--- config.mk ---
export PLATFORM = sky130hd
export DESIGN_NAME = fp32_serial_host
export DESIGN_NICKNAME = d
export VERILOG_FILES = /design/src/rtl/fp32_serial_host.sv
export SDC_FILE = /design/constraint.sdc
export NUM_CORES = 1
export LEC_CHECK = 0
export BUFFER_PORTS_ARGS = -buffer_cell sky130_fd_sc_hd__buf_4
export CAP_MARGIN = 40
export CORE_MARGIN = 2
export CORE_UTILIZATION = 50
export DETAILED_ROUTE_END_ITERATION = 10
export GPL_TIMING_DRIVEN = 0
export PLACE_DENSITY = 0.79
export SYNTH_ARGS = -nofsm -noshare
export SYNTH_HDL_FRONTEND = slang
export SYNTH_SLANG_ARGS = --single-unit
--- constraint.sdc ---
create_clock -name clk -period 2 [get_ports clk]
set_input_delay 0.2 -clock clk [delete_from_list [all_inputs] [get_ports clk]]
set_output_delay 0.2 -clock clk [all_outputs]
set_load 0.005 [all_outputs]
--- src/rtl/fp32_serial_host.sv ---
`default_nettype none
// ============================================================================
// Module  : fp32_serial_host
// Brief   : Host driver for the bit-serial add_float adder. It serializes two
//           FP32 operands, collects the serial sum and returns it with flags.
// Revision: 1.0 - initial release
// ============================================================================
module fp32_serial_host #(
  parameter int TIMEOUT  = 60,
  parameter int RES_BITS = 32
) (
  input  logic        clk,
  input  logic        reset,
  input  logic        req_valid,
  output logic        req_ready,
  input  logic [31:0] op_a,
  input  logic [31:0] op_b,
  output logic        rsp_valid,
  input  logic        rsp_ready,
  output logic [31:0] rsp_c,
  output logic        rsp_over,
  output logic        rsp_under,
  output logic        rsp_err,
  output logic        go,
  output logic        inpab,
  input  logic        shift,
  input  logic        out_c,
  input  logic        over,
  input  logic        under,
  input  logic        done
);

  localparam int C_WAIT_W = $clog2(TIMEOUT + 1);

  typedef enum logic [2:0] {
    S_IDLE  = 3'd0,
    S_START = 3'd1,
    S_SEND  = 3'd2,
    S_WAIT  = 3'd3,
    S_RESP  = 3'd4
  } state_t;

  state_t              r_state;
  state_t              w_state_nxt;
  logic                w_go_nxt;
  logic                w_inpab_nxt;
  logic [63:0]         r_sreg;
  logic [5:0]          r_bit_cnt;
  logic [C_WAIT_W-1:0] r_wait_cnt;
  logic [31:0]         r_cap;
  logic [5:0]          r_cap_cnt;
  logic [31:0]         w_cap_shifted;
  logic [5:0]          w_cap_cnt_inc;
  logic [6:0]          w_cap_cnt_final;
  logic                w_timeout;
  logic                w_capture;

  assign req_ready = (r_state == S_IDLE);
  assign rsp_valid = (r_state == S_RESP);

  assign w_cap_shifted   = {r_cap[30:0], out_c};
  assign w_cap_cnt_inc   = (r_cap_cnt == 6'd63) ? 6'd63 : r_cap_cnt + 6'd1;
  // A shift arriving together with done counts towards the final bit total.
  assign w_cap_cnt_final = {1'b0, r_cap_cnt} + {6'd0, shift};
  assign w_timeout       = (r_wait_cnt == C_WAIT_W'(TIMEOUT - 1));
  assign w_capture       = shift && ((r_state == S_SEND) || (r_state == S_WAIT));

  always_ff @(posedge clk or negedge reset) begin
    if (!reset) begin
      r_state <= S_IDLE;
      go      <= 1'b1;
      inpab   <= 1'b0;
    end else begin
      r_state <= w_state_nxt;
      go      <= w_go_nxt;
      inpab   <= w_inpab_nxt;
    end
  end

  always_comb begin
    w_state_nxt = r_state;
    w_go_nxt    = 1'b1;
    w_inpab_nxt = 1'b0;
    case (r_state)
      S_IDLE: begin
        if (req_valid) begin
          w_state_nxt = S_START;
          w_go_nxt    = 1'b0;
        end
      end
      S_START: begin
        w_state_nxt = S_SEND;
        w_inpab_nxt = r_sreg[63];
      end
      S_SEND: begin
        if (done) begin
          w_state_nxt = S_RESP;
        end else if (r_bit_cnt == 6'd63) begin
          w_state_nxt = S_WAIT;
        end else begin
          w_inpab_nxt = r_sreg[63];
        end
      end
      S_WAIT: begin
        if (done || w_timeout) begin
          w_state_nxt = S_RESP;
        end
      end
      S_RESP: begin
        if (rsp_ready) begin
          w_state_nxt = S_IDLE;
        end
      end
      default: w_state_nxt = S_IDLE;
    endcase
  end

  always_ff @(posedge clk or negedge reset) begin
    if (!reset) begin
      r_sreg     <= '0;
      r_bit_cnt  <= '0;
      r_wait_cnt <= '0;
      r_cap      <= '0;
      r_cap_cnt  <= '0;
      rsp_c      <= '0;
      rsp_over   <= 1'b0;
      rsp_under  <= 1'b0;
      rsp_err    <= 1'b0;
    end else begin
      if (w_capture) begin
        r_cap     <= w_cap_shifted;
        r_cap_cnt <= w_cap_cnt_inc;
      end
      case (r_state)
        S_IDLE: begin
          if (req_valid) begin
            r_sreg     <= {op_a, op_b};
            r_bit_cnt  <= '0;
            r_wait_cnt <= '0;
            r_cap      <= '0;
            r_cap_cnt  <= '0;
          end
        end
        S_START: begin
          r_sreg <= {r_sreg[62:0], 1'b0};
        end
        S_SEND: begin
          if (done) begin
            // Adder finished before it could have seen both operands.
            rsp_c     <= r_cap;
            rsp_over  <= 1'b0;
            rsp_under <= 1'b0;
            rsp_err   <= 1'b1;
          end else begin
            r_sreg    <= {r_sreg[62:0], 1'b0};
            r_bit_cnt <= r_bit_cnt + 6'd1;
          end
        end
        S_WAIT: begin
          r_wait_cnt <= r_wait_cnt + C_WAIT_W'(1);
          if (done) begin
            rsp_c     <= shift ? w_cap_shifted : r_cap;
            rsp_over  <= over;
            rsp_under <= under;
            rsp_err   <= (w_cap_cnt_final != 7'(RES_BITS));
          end else if (w_timeout) begin
            rsp_c     <= '0;
            rsp_over  <= 1'b0;
            rsp_under <= 1'b0;
            rsp_err   <= 1'b1;
          end
        end
        default: ;
      endcase
    end
  end

endmodule
`default_nettype wire

==> impl.org <==
** Run status
- Status :: completed

** Global route
- Global-route wire length before repair :: 26500 um
- Number of global-route vias before repair :: approximately 5500
- Global-route met3 utilization :: under 10%
- Overall Global Routing Usage :: between 20 and 25%
- Entering global routing, the biggest net connects 87 pins.
- Leftover overflow at the end of global routing :: 0
- For this run, global-route usage on met1 was measured as a little over a quarter.
- Met2 capacity usage during global routing :: between 30% and 40%
- Initial antenna violation count :: 0
- The layer flagged by global routing as most heavily used is met2.

** STA
- At the pin with the least slew margin, the transition time is between 0.6 and 0.7 ns.
- Worst max-slew margin expressed relative to the limit :: 57.2%
- Final period utilization :: between 90% and 100%
- Setup repair after global routing left no endpoint under its margin.
- Final count of hold timing violations :: 0
- The max-slew violation count is 0.
- Final-report setup violation count :: 0
- In the post-route analysis, the smallest setup slack over all paths is 0.0472 ns.
- Time the worst path needs with I/O delays and setup :: 1.95 ns
- Worst clock skew :: between 0.007 and 0.008 ns
- Timing would allow up to a little over 500 MHz.

** Logic synthesis
- Count of mapped cells out of synthesis :: between 600 and 700
- Sequential elements use about 53% of the synthesized area.
- Among all cell types in the netlist, the one instantiated most often is sky130_fd_sc_hd__dfrtp_1.
- Async set-or-reset flop fraction in the synthesized netlist :: 100%
- After synthesis, the largest area contributor takes up between 50% and 60% of total cell area.
- Number of distinct library cell variants in the gate-level netlist after synthesis :: 44
- Sorting the synthesized cells by area gives the leading types as sky130_fd_sc_hd__dfrtp_1 (53%), sky130_fd_sc_hd__mux2i_1 (8.9%), sky130_fd_sc_hd__a21oi_1 (7.0%), sky130_fd_sc_hd__mux2_4 (6.0%), sky130_fd_sc_hd__a22o_1 (4.0%).
- Number of nets produced by synthesis :: 751
- Yosys reg bits :: ~150
- Post-Syn Area :: about 0.0072 mm2
- Among all flip-flop cells after synthesis, the most frequent one is sky130_fd_sc_hd__dfrtp_1.
- Synthesis Warnings :: 0
- The synthesized design contains 0 enable-type register cells.
- Top cells by instance count after synthesis :: sky130_fd_sc_hd__dfrtp_1 (153), sky130_fd_sc_hd__a21oi_1 (101), sky130_fd_sc_hd__nor2_1 (76)
- Top cell type by total area after synthesis :: sky130_fd_sc_hd__dfrtp_1
- Mean cell area of the mapped netlist :: 10.7 um2

** Route
- Routed wirelength normalized by instance count :: between 15 and 20 um
- The routed design has 15900 um of wire.
- Detailed-routing iteration count for the pre-antenna-repair pass :: 6
- Post-route DRC violation count :: 0
- Detail Route Antenna Nets :: 0
- The final route contains between 5000 and 6000 vias.
- Initial drt markers :: around 250
- Dividing the detail-routed via count by the number of cells gives between 5 and 6.

** Layout
- Synthesis-to-layout area growth :: 24.7%
- Utilization of the core after routing :: between 60% and 70%
- Share of final-layout standard cells stronger than drive strength 1 :: 27.8%
- Number of antenna cells inserted :: 0
- After the last flow step, the layout net total stands at around 890.

** Power and ir drop
- IR analysis of the VDD net gives a maximum drop of about 0.96 mV.
- Switching power summed over all nets :: between 4 and 5 mW
- The design draws approximately 13 mW.
- Per report_power, the combinational group accounts for between 30% and 40% of the total.
- Sequential power share :: 35.1%
- Pwr per Cell Area :: between 1000 and 1500 mW/mm2
- The clock network burns between 20% and 30% of the power.
- In this run switching power makes up 35.7% of total power.
- The internal portion of the total power is a little over 8 mW.
- P_leak :: about 4.2 nW

** Floorplan
- Ports placed on the boundary :: 112
- For this configuration, the core starts out at a cell density of between 50 and 60%.
- The floorplan has 43 rows.
- The die covers about 0.015 mm2.
- In this run the horizontal extent of the chip is approximately 120 um.
- Vert. Die Dim :: around 120 um
- The floorplan step defined a core boundary enclosing between 0.01 and 0.015 mm2.

** CTS
- No sink is reached through more buffers than the 2 on the longest clock path.
- For the worst-skew pair, the clock arrives at the later sink with an insertion delay of between 0.4 and 0.5 ns.
- Root buffer cell :: sky130_fd_sc_hd__clkbuf_16
- Clock Sinks :: between 150 and 200
- The H-tree was split into 4 levels.
- After clock tree synthesis, the clock-pin slew on the worst setup and hold paths is approximately 0.06 ns.
- Counting the buffers created by CTS gives 17.
- Clock tree from TritonCTS :: yes

** Worst setup path
- At the worst endpoint, the arrival time is about 2.3 ns.
- Biggest cell delay along the critical path :: about 0.4 ns
- The critical path goes through ha_2, nand2_1, nor3_4, a22o_1, buf_4, buf_6, mux2_4.
- For this design, the slowest cell found on the critical path is sky130_fd_sc_hd__dfrtp_1.
- Crit-path max FO :: 10
- Worst endpoint required time :: around 2.3 ns
- Element type at the critical path start :: flop
- The worst setup path is captured at a flop.
- The critical path in this run is classified as flop to flop.

** Placement
- Buffers on Ports :: ~110
- Post-detailed-placement half-perimeter wirelength :: approximately 11000 um
- Before CTS, the worst setup slack after placement is -0.171 ns.
- Routability-driven placement finished with a final weighted congestion of between 0.8 and 0.9.

** Hold path
- Worst min-delay path class :: input pin to flop

** Flow run
- Max-Cap Viols :: 0
-- cells by family after synthesis --
logic type	Yosys count	synth area share, %
DFF	154	53.4
and+or+nand+nor	188	11.3
buffers and inverters	55	4.21
muxes	96	15.4
adders and majority gates	5	0.866
xor gates and xnor gates	3	0.364
AOI/OAI and AO/OA	172	14.5
-- path summary, 6_finish.rpt --
kind	from	end	slack (ns)	cells after the start
max	r_wait_cnt[0]	rsp_c[26]	0.05	7
min	op_b[0]	r_sreg[0]	0.02	3
max reg2reg	r_wait_cnt[0]	rsp_c[26]	0.05	7
min reg2reg	r_wait_cnt[5]	r_wait_cnt[5]	0.50	1
max in group asynchronous	reset	r_cap[19]	0.80	3
min in group asynchronous	reset	rsp_c[28]	0.35	2
-- layer usage --
metal,part of all wire [%],up-vias
met4,1.4,0
met3,6.2,22
li1,-,2646
met5,0,-
met2,50,152
met1,42,2740
-- power by group through the flow --
stage	combinational, mW	clock, mW	sequential, mW
finish	4.87	3.43	4.50
global route	5.43	3.61	4.60
CTS	4.88	3.49	4.49
detailed placement	4.85	0	4.52
global placement	4.60	0	4.47
floorplan	3.72	0	4.39
-- sequential cells by signal, summed over array words and instances (netlist names), 3 cells and up --
register    cells
rsp_c          32
r_bit_cnt       6
r_cap_cnt       6
r_wait_cnt      6
r_cap          32
r_sreg         64
r_state         3
-- layout by cell type, fill, tap and decap left out, types with 3 or more instances in the layout --
| cell type | netlist | final |
|---|---|---|
| sky130_fd_sc_hd__a211oi_1 | 3 | 3 |
| sky130_fd_sc_hd__ha_1 | 5 | 3 |
| sky130_fd_sc_hd__mux2_4 | 29 | 29 |
| sky130_fd_sc_hd__a31oi_1 | 5 | 5 |
| sky130_fd_sc_hd__a22o_1 | 33 | 33 |
| sky130_fd_sc_hd__bufinv_16 | 0 | 4 |
| sky130_fd_sc_hd__nand2_1 | 75 | 75 |
| sky130_fd_sc_hd__a32o_1 | 4 | 4 |
| sky130_fd_sc_hd__nor2b_1 | 3 | 3 |
| sky130_fd_sc_hd__clkbuf_16 | 0 | 17 |
| sky130_fd_sc_hd__nand3b_1 | 3 | 3 |
| sky130_fd_sc_hd__buf_4 | 5 | 116 |
| sky130_fd_sc_hd__mux2_2 | 3 | 3 |
| sky130_fd_sc_hd__nand3_1 | 4 | 4 |
| sky130_fd_sc_hd__o211ai_1 | 3 | 3 |
| sky130_fd_sc_hd__a21oi_1 | 101 | 101 |
| sky130_fd_sc_hd__clkbuf_1 | 6 | 6 |
| sky130_fd_sc_hd__inv_6 | 0 | 3 |
| sky130_fd_sc_hd__nor3_1 | 7 | 5 |
| sky130_fd_sc_hd__dfrtp_1 | 153 | 153 |
| sky130_fd_sc_hd__nand4_1 | 5 | 5 |
| sky130_fd_sc_hd__clkinvlp_4 | 0 | 3 |
| sky130_fd_sc_hd__inv_1 | 6 | 6 |
| sky130_fd_sc_hd__mux2i_1 | 64 | 64 |
| sky130_fd_sc_hd__buf_6 | 5 | 6 |
| sky130_fd_sc_hd__o21ai_0 | 13 | 13 |
| sky130_fd_sc_hd__nor2_1 | 76 | 76 |
| sky130_fd_sc_hd__buf_2 | 33 | 32 |
-- what timing repair did --
| action | CTS | global route |
|---|---|---|
| endpoints found under the hold margin | 68 | 0 |
| hold buffers | 2 | 0 |
| setup endpoints to repair | 33 | 77 |
| setup buffers | 0 | 1 |
| resized for setup | 3 | 6 |
| pin swaps | 0 | 1 |
-- cell type report --
class                   count  area, um2
fillers                  1092       4980
flip-flops and latches    154       3850
multi-input cells         464       3090
repair buffers            115        892
clock buffers              19        443
plain buffers              49        285
well taps                 180        225
clock inverters            13        191
inverters                   6       22.5
-- worst max-delay path: cells and delay by family (launching register included) --
family | cells | cell delay (ns)
buffers and inverters | 2 | 0.37
adders and majority gates | 1 | 0.24
AOI/OAI and AO/OA | 1 | 0.16
muxes | 1 | 0.32
and+or+nand+nor | 2 | 0.33
DFF | 1 | 0.41
-- stage by stage --
step                cells  hold slack [ns]  area, um2  TNS, ns
finish               1000           0.0192       9010        0
floorplan             673          -0.0956       7220        0
CTS                   999           0.0102       8990        0
global route         1000           0.0403       9010        0
detailed placement    965            0.253       8310    -4.52
global placement      964            0.403       8280    -2.45
Power figures use the tool's default switching activity.
